<file path="src/rtl/riscv32_mdu_ctrl_pkg.sv">
// -----------------------------------------------------------------------------
// riscv32_mdu_ctrl_pkg
// Shared definitions for the RV32 M-extension unit.
// Contents:
//   - EXE_FUN_LEN and exe_fun_t: the width and type of the execute function code.
//   - ALU_MUL..ALU_REMU: the eight M-extension operation codes.
//   - Decode helpers: is_mul, is_div, is_signed_div, is_rem.
// -----------------------------------------------------------------------------
package riscv32_mdu_ctrl_pkg;

  localparam int EXE_FUN_LEN = 5;
  typedef logic [EXE_FUN_LEN-1:0] exe_fun_t;

  localparam exe_fun_t ALU_MUL    = 5'd10;
  localparam exe_fun_t ALU_MULH   = 5'd11;
  localparam exe_fun_t ALU_MULHSU = 5'd12;
  localparam exe_fun_t ALU_MULHU  = 5'd13;
  localparam exe_fun_t ALU_DIV    = 5'd14;
  localparam exe_fun_t ALU_DIVU   = 5'd15;
  localparam exe_fun_t ALU_REM    = 5'd16;
  localparam exe_fun_t ALU_REMU   = 5'd17;

  function automatic logic is_mul(input exe_fun_t f);
    return f inside {ALU_MUL, ALU_MULH, ALU_MULHSU, ALU_MULHU};
  endfunction

  function automatic logic is_div(input exe_fun_t f);
    return f inside {ALU_DIV, ALU_DIVU, ALU_REM, ALU_REMU};
  endfunction

  function automatic logic is_signed_div(input exe_fun_t f);
    return f inside {ALU_DIV, ALU_REM};
  endfunction

  function automatic logic is_rem(input exe_fun_t f);
    return f inside {ALU_REM, ALU_REMU};
  endfunction

endpackage

</file>
<file path="src/rtl/riscv32_mdu_ctrl_if.sv">
// -----------------------------------------------------------------------------
// riscv32_mdu_ctrl_if
// Request/response handshake between the EX stage and the M-extension unit.
// Signals:
//   - Request:  req_valid, req_ready, req_fun, req_op1, req_op2.
//   - Response: resp_valid, resp_ready, resp_data.
// Modports:
//   - master: the issuing pipeline stage.
//   - slave:  the MDU.
// -----------------------------------------------------------------------------
interface riscv32_mdu_ctrl_if;
  import riscv32_mdu_ctrl_pkg::*;

  logic        req_valid;
  logic        req_ready;
  exe_fun_t    req_fun;
  logic [31:0] req_op1;
  logic [31:0] req_op2;
  logic        resp_valid;
  logic        resp_ready;
  logic [31:0] resp_data;

  modport master (
    output req_valid, req_fun, req_op1, req_op2, resp_ready,
    input  req_ready, resp_valid, resp_data
  );

  modport slave (
    input  req_valid, req_fun, req_op1, req_op2, resp_ready,
    output req_ready, resp_valid, resp_data
  );
endinterface

</file>
<file path="src/rtl/riscv32_div_step.sv">
// -----------------------------------------------------------------------------
// riscv32_div_step
// One combinational restoring-division step for unsigned 32-bit magnitudes.
// Ports:
//   - rem_i, quo_i, dvs_i: partial remainder, dividend/quotient shift register,
//     and divisor.
//   - rem_o, quo_o: remainder and quotient after this step.
// -----------------------------------------------------------------------------
module riscv32_div_step (
  input  logic [31:0] rem_i,
  input  logic [31:0] quo_i,
  input  logic [31:0] dvs_i,
  output logic [31:0] rem_o,
  output logic [31:0] quo_o
);
  logic [32:0] shifted;
  logic [32:0] diff;
  logic        ge;

  always_comb begin
    shifted = {rem_i, quo_i[31]};
    diff    = shifted - {1'b0, dvs_i};
    // An unsigned compare rather than the borrow bit keeps divide-by-zero
    // well defined: the quotient becomes all ones and the remainder becomes
    // the dividend.
    ge      = (shifted >= {1'b0, dvs_i});
    rem_o   = ge ? diff[31:0] : shifted[31:0];
    quo_o   = {quo_i[30:0], ge};
  end
endmodule

</file>
<file path="src/rtl/riscv32_mdu_ctrl.sv">
// -----------------------------------------------------------------------------
// riscv32_mdu_ctrl
// Multi-cycle RV32 M-extension unit with a registered multiplier and a
// 32-step radix-2 restoring divider.
// Ports:
//   - clk, rst_n: clock and asynchronous active-low reset.
//   - flush: synchronous kill of any in-flight operation.
//   - busy: high in every state except IDLE.
//   - bus: the request/response handshake (slave side).
// Parameters:
//   - MUL_LAT: number of cycles spent in MUL.
//   - ZERO_FASTPATH: divide-by-zero and signed overflow complete in one cycle.
// -----------------------------------------------------------------------------
module riscv32_mdu_ctrl
  import riscv32_mdu_ctrl_pkg::*;
#(
  parameter int MUL_LAT       = 2,
  parameter bit ZERO_FASTPATH = 1'b1
) (
  input  logic                  clk,
  input  logic                  rst_n,
  input  logic                  flush,
  output logic                  busy,
  riscv32_mdu_ctrl_if.slave     bus
);

  typedef enum logic [1:0] {S_IDLE, S_MUL, S_DIV, S_DONE} state_t;

  state_t      state_q, state_d;
  exe_fun_t    fun_q, fun_d;
  logic [31:0] a_q, a_d;     // op1 for MUL; dividend/quotient shift reg for DIV
  logic [31:0] b_q, b_d;     // op2 for MUL; divisor magnitude for DIV
  logic [31:0] rem_q, rem_d;
  logic [4:0]  cnt_q, cnt_d;
  logic        neg_quo_q, neg_quo_d;
  logic        neg_rem_q, neg_rem_d;
  logic [31:0] res_q, res_d;

  logic        req_ready_w;
  logic        accept;
  logic        req_signed;
  logic        fast_hit;
  logic [31:0] fast_res;
  logic        mul_last;
  logic        div_last;
  logic [63:0] prod;
  logic [31:0] mul_hi;
  logic [31:0] mul_res;
  logic [31:0] step_rem, step_quo;
  logic [31:0] div_res;

  assign req_ready_w = (state_q == S_IDLE) && !flush;
  assign accept      = bus.req_valid && req_ready_w;
  assign mul_last    = (cnt_q == 5'(MUL_LAT - 1));
  assign div_last    = (cnt_q == 5'd31);

  // Decode of the incoming request, used only on the accept cycle.
  always_comb begin
    // NOTE: every signal driven from always_comb gets a default first so no
    // path leaves it unassigned and no latch is inferred.
    req_signed = is_signed_div(bus.req_fun);
    fast_hit   = 1'b0;
    fast_res   = '0;
    if (ZERO_FASTPATH && is_div(bus.req_fun)) begin
      if (bus.req_op2 == '0) begin
        fast_hit = 1'b1;
        fast_res = is_rem(bus.req_fun) ? bus.req_op1 : 32'hFFFF_FFFF;
      end else if (req_signed && bus.req_op1 == 32'h8000_0000 &&
                   bus.req_op2 == 32'hFFFF_FFFF) begin
        fast_hit = 1'b1;
        fast_res = is_rem(bus.req_fun) ? 32'h0 : 32'h8000_0000;
      end
    end
  end

  // Unsigned product corrected into the signed high words.
  always_comb begin
    prod   = 64'(a_q) * 64'(b_q);
    mul_hi = prod[63:32];
    if (fun_q inside {ALU_MULH, ALU_MULHSU} && a_q[31]) mul_hi = mul_hi - b_q;
    if (fun_q == ALU_MULH && b_q[31])                   mul_hi = mul_hi - a_q;
    mul_res = (fun_q == ALU_MUL) ? prod[31:0] : mul_hi;
  end

  riscv32_div_step u_div_step (
    .rem_i (rem_q),
    .quo_i (a_q),
    .dvs_i (b_q),
    .rem_o (step_rem),
    .quo_o (step_quo)
  );

  assign div_res = is_rem(fun_q) ? (neg_rem_q ? -step_rem : step_rem)
                                 : (neg_quo_q ? -step_quo : step_quo);

  // State register and datapath registers.
  always_ff @(posedge clk or negedge rst_n) begin
    if (!rst_n) begin
      // NOTE: all datapath registers are reset too, so an aborted operation
      // can never leave a stale result on resp_data.
      state_q   <= S_IDLE;
      fun_q     <= '0;
      a_q       <= '0;
      b_q       <= '0;
      rem_q     <= '0;
      cnt_q     <= '0;
      neg_quo_q <= 1'b0;
      neg_rem_q <= 1'b0;
      res_q     <= '0;
    end else begin
      // NOTE: non-blocking assignments so every register samples the
      // pre-edge values, independent of statement order.
      state_q   <= state_d;
      fun_q     <= fun_d;
      a_q       <= a_d;
      b_q       <= b_d;
      rem_q     <= rem_d;
      cnt_q     <= cnt_d;
      neg_quo_q <= neg_quo_d;
      neg_rem_q <= neg_rem_d;
      res_q     <= res_d;
    end
  end

  // Next-state logic; flush overrides everything.
  always_comb begin
    state_d = state_q;
    if (flush) begin
      state_d = S_IDLE;
    end else begin
      unique case (state_q)
        S_IDLE: if (accept) begin
          if (is_mul(bus.req_fun))      state_d = S_MUL;
          else if (is_div(bus.req_fun)) state_d = fast_hit ? S_DONE : S_DIV;
          else                          state_d = S_DONE;
        end
        S_MUL:  if (mul_last) state_d = S_DONE;
        S_DIV:  if (div_last) state_d = S_DONE;
        S_DONE: if (bus.resp_ready) state_d = S_IDLE;
        default: state_d = S_IDLE;
      endcase
    end
  end

  // Datapath next values.
  always_comb begin
    fun_d     = fun_q;
    a_d       = a_q;
    b_d       = b_q;
    rem_d     = rem_q;
    cnt_d     = cnt_q;
    neg_quo_d = neg_quo_q;
    neg_rem_d = neg_rem_q;
    res_d     = res_q;
    if (!flush) begin
      unique case (state_q)
        S_IDLE: if (accept) begin
          fun_d     = bus.req_fun;
          cnt_d     = '0;
          rem_d     = '0;
          a_d       = bus.req_op1;
          b_d       = bus.req_op2;
          neg_quo_d = 1'b0;
          neg_rem_d = 1'b0;
          res_d     = '0;
          if (is_div(bus.req_fun)) begin
            if (req_signed && bus.req_op1[31]) a_d = -bus.req_op1;
            if (req_signed && bus.req_op2[31]) b_d = -bus.req_op2;
            // Division by zero keeps the all-ones quotient unsigned.
            neg_quo_d = req_signed && (bus.req_op1[31] ^ bus.req_op2[31]) &&
                        (bus.req_op2 != '0);
            neg_rem_d = req_signed && bus.req_op1[31];
            if (fast_hit) res_d = fast_res;
          end
        end
        S_MUL: begin
          cnt_d = cnt_q + 5'd1;
          if (mul_last) res_d = mul_res;
        end
        S_DIV: begin
          a_d   = step_quo;
          rem_d = step_rem;
          cnt_d = cnt_q + 5'd1;
          if (div_last) res_d = div_res;
        end
        default: ;
      endcase
    end
  end

  // Outputs.
  always_comb begin
    bus.req_ready  = req_ready_w;
    bus.resp_valid = (state_q == S_DONE);
    bus.resp_data  = res_q;
    busy           = (state_q != S_IDLE);
  end

endmodule
</file>
<file path="src/flat_wrapper.sv">
// flat-port wrapper written by rule: the top's interface ports become plain ports
module riscv32_mdu_ctrl_flat import riscv32_mdu_ctrl_pkg::*;
#(
  parameter int MUL_LAT       = 2,
  parameter bit ZERO_FASTPATH = 1'b1
)
  (clk, rst_n, flush, busy, bus_req_valid, bus_req_fun, bus_req_op1, bus_req_op2, bus_resp_ready, bus_req_ready, bus_resp_valid, bus_resp_data);
  riscv32_mdu_ctrl_if bus_i ();
  input  logic clk;
  input  logic rst_n;
  input  logic flush;
  output logic busy;
  input wire logic [$bits(bus_i.req_valid)-1:0] bus_req_valid;
  input wire logic [$bits(bus_i.req_fun)-1:0] bus_req_fun;
  input wire logic [$bits(bus_i.req_op1)-1:0] bus_req_op1;
  input wire logic [$bits(bus_i.req_op2)-1:0] bus_req_op2;
  input wire logic [$bits(bus_i.resp_ready)-1:0] bus_resp_ready;
  output wire logic [$bits(bus_i.req_ready)-1:0] bus_req_ready;
  output wire logic [$bits(bus_i.resp_valid)-1:0] bus_resp_valid;
  output wire logic [$bits(bus_i.resp_data)-1:0] bus_resp_data;
  assign bus_i.req_valid = bus_req_valid;
  assign bus_i.req_fun = bus_req_fun;
  assign bus_i.req_op1 = bus_req_op1;
  assign bus_i.req_op2 = bus_req_op2;
  assign bus_i.resp_ready = bus_resp_ready;
  assign bus_req_ready = bus_i.req_ready;
  assign bus_resp_valid = bus_i.resp_valid;
  assign bus_resp_data = bus_i.resp_data;
  riscv32_mdu_ctrl #(.MUL_LAT(MUL_LAT), .ZERO_FASTPATH(ZERO_FASTPATH)) u_core (.clk(clk), .rst_n(rst_n), .flush(flush), .busy(busy), .bus(bus_i));
endmodule
</file>
<file path="config.mk">
export PLATFORM = sky130hd
export DESIGN_NAME = riscv32_mdu_ctrl_flat
export DESIGN_NICKNAME = d
export VERILOG_FILES = /design/src/rtl/riscv32_mdu_ctrl_pkg.sv /design/src/rtl/riscv32_mdu_ctrl_if.sv /design/src/rtl/riscv32_div_step.sv /design/src/rtl/riscv32_mdu_ctrl.sv /design/src/flat_wrapper.sv
export SDC_FILE = /design/constraint.sdc
export NUM_CORES = 2
export LEC_CHECK = 0
export BUFFER_PORTS_ARGS = -buffer_cell sky130_fd_sc_hd__buf_2
export CAP_MARGIN = 10
export CORE_MARGIN = 5
export CORE_UTILIZATION = 60
export DETAILED_ROUTE_END_ITERATION = 16
export PLACE_DENSITY_LB_ADDON = 0.2
export SYNTH_ARGS = -nofsm -noshare
export SYNTH_HDL_FRONTEND = slang
export SYNTH_SLANG_ARGS = --single-unit
</file>
<file path="constraint.sdc">
create_clock -name clk -period 13.96 [get_ports clk]
set_input_delay 2.792 -clock clk [delete_from_list [all_inputs] [get_ports clk]]
set_output_delay 2.792 -clock clk [all_outputs]
set_load 0.02 [all_outputs]
</file>
---- Word-level counts from Yosys, hierarchy flattened ----
Cells that the tools add are included.
storage, ports and cells
  register bits after elaboration ......... 142
  input bits .............................. 74
  output and inout port bits .............. 35
cells by class
  magnitude comparators ................... 1
  add/subtract/negate cells ............... 8
  multiplexer cells ....................... 41
  $mul .................................... 1
  bitwise logic cells ..................... 2
  reduce and logical (&&, ||, !) cells .... 30
  eq/ne operators ......................... 27
operators by type and width
  cell                    count
  $mux W32                22
  $neg A32 Y32            4
  $pmux W32 S2            2
  $pmux W32 S3            1
  $sub A32 B32 Y32        3
  $eq A32 B32 Y1 const B  2
  $mul A32 B32 Y64        1
  $eq A5 B4 Y1 const B    9
  $ge A33 B32 Y1          1
  $logic_not A32 Y1       1
  $reduce_bool A32 Y1     1
  $eq A5 B5 Y1 const B    5
  $mux W2                 7
  $reduce_bool A2 Y1      7
  $logic_and A1 B1 Y1     10
  $pmux W5 S2             1
  $ne A3 B2 Y1 const B    3
  $reduce_and A3 Y1       3
  $pmux W2 S4             1
  $reduce_bool A4 Y1      2
  $mux W1                 6
  $ne A2 B1 Y1 const B    3
  $add A5 B1 Y5 const B   1
  $eq A5 B1 Y1 const B    1
  12 further kinds        13

---- Logic depth before layout (Yosys ltp) ----
  depth after elaboration ................. 13
  depth in mapped cells ................... 55

---- Hierarchy ----
From an unflattened synthesis, not the netlist that was laid out.
second synthesis, totals
  cell total of the unflattened synthesis .. 5966
  area, all modules ....................... 48502.8 sq um
by module, submodules not included
  module            instances  cells an instance  sequential area each (sq um)  area an instance (sq um)
  riscv32_mdu_ctrl  1          5611               3553.4                        45931.6
  riscv32_div_step  1          355                0.0                           2571.2

---- Worst setup path before layout ----
OpenSTA, ideal clock, no wires.
  path type ............................... reg2reg
  start point ............................. register u_core.a_q[12]
  end point ............................... register u_core.res_q[30], in the netlist u_core.bus.resp_data[30]
  data arrival time ....................... 11.701 ns
  buffers on the path ..................... 4
  setup slack ............................. 2.183 ns
  cell stages (with the launch flop) ...... 52
  required time ........................... 13.884 ns
  path through ............................ dfrtp_1 clkbuf_1 inv_1 clkbuf_1 clkbuf_1 nor2_1 fa_1 fa_1 fa_1 inv_1 fa_1 inv_1 fa_1 inv_1 fa_1 inv_1 fa_1 fa_1 [16 not listed] a21o_1 a21o_1 a31oi_1 xor2_1 o21ai_0 ha_1 a21o_1 a21oi_1 nor2b_1 or4b_2 a21oi_1 a211oi_1 o21ai_0 a21boi_0 mux2i_1 o311ai_0 a31o_2 o21ai_1
on the way
  longest elaborated chain between the ends .. 8
  elaborated cells between the ends (all ways) .. 12
RTL lines
  item                    RTL line                 text
  from (decl)             riscv32_mdu_ctrl.sv:31   logic [31:0] a_q, a_d;
  from (signal assigned)  riscv32_mdu_ctrl.sv:103  a_q <= '0;
  from (signal assigned)  riscv32_mdu_ctrl.sv:115  a_q <= a_d;
  $mul A32 B32 Y64        riscv32_mdu_ctrl.sv:78   prod = 64'(a_q) * 64'(b_q);
  $sub A32 B32 Y32        riscv32_mdu_ctrl.sv:80   if (fun_q inside {ALU_MULH, ALU_MULHSU} && a_q[31]) mul_hi = mul_hi - b_q;
  $mux W32                riscv32_mdu_ctrl.sv:80
  $sub A32 B32 Y32        riscv32_mdu_ctrl.sv:81   if (fun_q == ALU_MULH && b_q[31]) mul_hi = mul_hi - a_q;
  $mux W32                riscv32_mdu_ctrl.sv:81
  $mux W32                riscv32_mdu_ctrl.sv:82   mul_res = (fun_q == ALU_MUL) ? prod[31:0] : mul_hi;
  $mux W32                riscv32_mdu_ctrl.sv:178  if (mul_last) res_d = mul_res;
  $pmux W32 S3 *          riscv32_mdu_ctrl.sv:156  unique case (state_q)
  to (signal assigned)    riscv32_mdu_ctrl.sv:121  res_q <= res_d;
  to (decl)               riscv32_mdu_ctrl.sv:37   logic [31:0] res_q, res_d;
Every way passes the cells marked *; elsewhere a longest branch is shown, timed or not. The select of a mux whose other input is x is not followed.
A chain may end at the register's enable or synchronous reset.

---- Worst setup path after layout ----
  start point ............................. register u_core.b_q[8]
  end point ............................... register u_core.res_q[30], in the netlist u_core.bus.resp_data[30]
on the way
  longest elaborated chain between the ends .. 8
  elaborated cells between the ends (all ways) .. 17
RTL lines
  item                    RTL line                 text
  from (decl)             riscv32_mdu_ctrl.sv:32   logic [31:0] b_q, b_d;
  from (signal assigned)  riscv32_mdu_ctrl.sv:104  b_q <= '0;
  from (signal assigned)  riscv32_mdu_ctrl.sv:116  b_q <= b_d;
  $mul A32 B32 Y64        riscv32_mdu_ctrl.sv:78
  $sub A32 B32 Y32        riscv32_mdu_ctrl.sv:80
  $mux W32                riscv32_mdu_ctrl.sv:80
  $sub A32 B32 Y32        riscv32_mdu_ctrl.sv:81
  $mux W32                riscv32_mdu_ctrl.sv:81
  $mux W32                riscv32_mdu_ctrl.sv:82
  $mux W32                riscv32_mdu_ctrl.sv:178
  $pmux W32 S3 *          riscv32_mdu_ctrl.sv:156
Marks and branches as above.

==> results.cfg <==
[job]
cap_viol_max_count = 0

[floorplanning]
placementRows = 104
io_pins = 109
die_x_um = 295
core-area_um2 = 80400
die_area_um2 = 86900
start_util_pct = 60.5
fp.dieH_um = 295

[timing]
finalCritPeriodShare_pct = 95.1
rsz0062_at_grt = false
relSlewSlack_pct = 12.7
max_freq_mhz = 75.4
min_period_ps = 13270
final-max-slew-violation-count = 0
setup_ws_ps = 690
fin_setup_tns_ps = 0
fin_worst_skew_ps = 25.8
worstMarginPinSlew_ps = 1300
final_hold_viol_count = 0
setup_violations = 0

[routing]
first_pass_iters = 6
wl_per_cell_um = 27.5
routed_wl_mm = 195
vias = 45100
drc_errors = 0
drt-vias-per-instance = 6.38
drtAntennaViolNets = 0
drt_iter0_drc = 5010

[synth]
ys_warn_count = 0
netlist-cell-type-count = 95
syn_avg_cell_area_um2 = 8.04
synthCells = 6050
synthFlopType = dfrtp_1
synth_edf_count = 0
syn_area_um2 = 48600
synthArstFlopShare_pct = 100
synth_nets = 7393
ys_seq_elements = 142
seq_area_frac_synth_pct = 7.30

[critical_path]
r2r-start = u_core.b_q[8]
crit_fanout = 8
crit_type = reg2reg
r2r_slack_ps = 690
end_kind = register
arrival_ps = 13690
path_buf_inv = 4
startpoint = u_core.b_q[8]
rr_worst_depth = 45
cpMaxStageDelayCell = or4b_2
crit_family = adder cells
timing.rr.end = u_core.bus.resp_data[30]
crit_path_frequent_cell = fa_1
crit_path_max_incr_delay_ps = 610
worst_setup_path_start_kind = register
worst_ep_required_time_ps = 14380

[layout]
fillers = 7092
syn_to_final_growth_pct = 5.08
final_nets = 7332
mostFrequentLayoutCells = inv_1, fa_1, nand2_1, nor2_1, ha_1
drive_above_1_share_pct = 6.50
final_common_cell = inv_1
stdcell_count = 7073

[outcome]
status = finished clean

[place]
pre_cts_ws_ps = 834
placed_cells_incl_taps = 7029
dpl.hpwl_mm = 156
io_buffers = 108
place.gp.congestion = 1.07

[global_routing]
grt_max_degree = 75
met2_usage_pct = 67.9
gr-usage-met1_pct = 57.8
grt.total_usage_pct = 45.1
antenna_found_initial = 12
grt_pass1_vias = 45800
gr-total-overflow = 0
grtUsageMet3_pct = 12.7
busiest_layer = met2
grt_pass1_wl_mm = 290

[worst_hold_path]
holdPathStages = 2
min_to = u_core.b_q[25]
hold_class = reg2reg
min_from = u_core.b_q[25]

[clocking]
numCtsBuffers = 17
clock_path_buffers = 2
cts_hold_buf = 0
cts_root_buffer = clkbuf_16
cts.sinks = 142
clk-insertion-delay-late_ps = 520
cts_tree = built
cts_max_level = 4
clkTransAtPathRegs_ps = 80
## synthesized netlist by cell type, types with 11 or more instances
| cell type | instances | share of area [%] |
|---|---|---|
| and3_1 | 21 | 0.27 |
| nor3_1 | 78 | 0.80 |
| xnor2_1 | 135 | 2.4 |
| dfrtp_1 | 142 | 7.3 |
| a21oi_1 | 268 | 2.8 |
| or2_2 | 14 | 0.18 |
| or4_1 | 11 | 0.17 |
| buf_1 | 52 | 0.40 |
| fa_1 | 899 | 37 |
| nand2b_1 | 27 | 0.35 |
| ha_1 | 370 | 9.5 |
| nand2_1 | 867 | 6.7 |
| a211oi_1 | 36 | 0.56 |
| a21o_1 | 76 | 1.2 |
| buf_2 | 19 | 0.20 |
| clkbuf_1 | 289 | 2.2 |
| nand3_1 | 94 | 0.97 |
| inv_1 | 972 | 7.5 |
| and2_1 | 16 | 0.21 |
| nand4_1 | 53 | 0.68 |
| o21ai_1 | 11 | 0.11 |
| nor2_1 | 715 | 5.5 |
| o211ai_1 | 30 | 0.46 |
| o41ai_1 | 15 | 0.27 |
| a221oi_1 | 11 | 0.20 |
| o31ai_1 | 33 | 0.51 |
| clkinv_1 | 17 | 0.13 |
| a31oi_1 | 42 | 0.54 |
| o21a_1 | 23 | 0.35 |
| mux2i_1 | 24 | 0.49 |
| or3_1 | 26 | 0.33 |
| a21boi_0 | 14 | 0.22 |
| mux2_2 | 16 | 0.37 |
| o22ai_1 | 21 | 0.27 |
| xor2_1 | 97 | 1.7 |
| nor2b_1 | 16 | 0.21 |
| o21bai_1 | 26 | 0.40 |
| o21ai_0 | 274 | 2.8 |
| nor4_1 | 26 | 0.33 |
## cells by family after synthesis
family	Yosys count	synth area share [%]
and+or+nand+nor	2004	17.5
buffers and inverters	1357	10.6
adders and majority gates	1269	46.5
AOI/OAI and AO/OA	1003	13.0
xor gates and xnor gates	233	4.21
DFF	142	7.30
muxes	42	0.923
## flip-flops by register name (all words and copies together), names as in the netlist
| signal | count |
|---|---|
| u_core.a_q | 32 |
| u_core.b_q | 32 |
| u_core.bus.resp_data | 32 |
| u_core.rem_q | 32 |
| u_core.cnt_q | 5 |
| u_core.fun_q | 5 |
| u_core.state_q | 2 |
| u_core.neg_quo_q | 1 |
| u_core.neg_rem_q | 1 |
## per-layer routing
| layer | share of wire [%] | vias up | wire, µm |
|---|---|---|---|
| li1 | - | 19100 | - |
| met1 | 37 | 22300 | 71400 |
| met2 | 43 | 2954 | 83400 |
| met3 | 12 | 748 | 23300 |
| met4 | 8.4 | 16 | 16400 |
| met5 | 0.060 | - | 117 |
## metrics by stage
stage	hold slack, ps	utilization, %	area (µm²)
6_report	491	63.6	51100
5_1_grt	543	63.5	51100
4_1_cts	488	63.5	51100
3_5_place_dp	471	62.7	50400
3_3_place_gp	465	62.7	50400
2_1_floorplan	482	-	48600
## worst max-delay path by stage
stage | end | depth (start not counted) | slack, ps
global placement | u_core.bus.resp_data[31] | 45 | 1080
global route | u_core.bus.resp_data[30] | 47 | 40
floorplan | u_core.bus.resp_data[30] | 51 | 2180
CTS | u_core.bus.resp_data[30] | 46 | 760
finish | u_core.bus.resp_data[30] | 45 | 690
detailed placement | u_core.bus.resp_data[30] | 46 | 830
## worst reg2reg max path, delay by kind of cell (launching register included)
kind                     cells  cell delay (ps)
AO/OA/AOI/OAI               16             3410
XOR/XNOR                     2              340
adder cells (fa/ha/maj)     11             5270
buffers and inverters        4             1050
flip-flops                   1              380
multiplexers                 1              190
AND/OR/NAND/NOR             11             2540
## what timing repair did
action	4_1_cts	5_1_grt
setup buffers	0	0
endpoints found under the setup margin	0	4
hold endpoints to repair	0	0
gates resized for setup	0	4
## layout make-up
type                    count  area (µm²)  share of cell area [%]
multi-input cells        4551       40000                    78.2
inverters                 993        3740                    7.32
flip-flops and latches    142        3550                    6.95
repair buffers            284        1880                    3.68
well taps                1060        1330                    2.59
clock buffers              17         425                   0.832
clock inverters            15         186                   0.365
diodes                     11        27.5                  0.0538
Power is not shown: default switching activity piles up to over one toggle a cycle in this logic, so the estimate is an artifact.
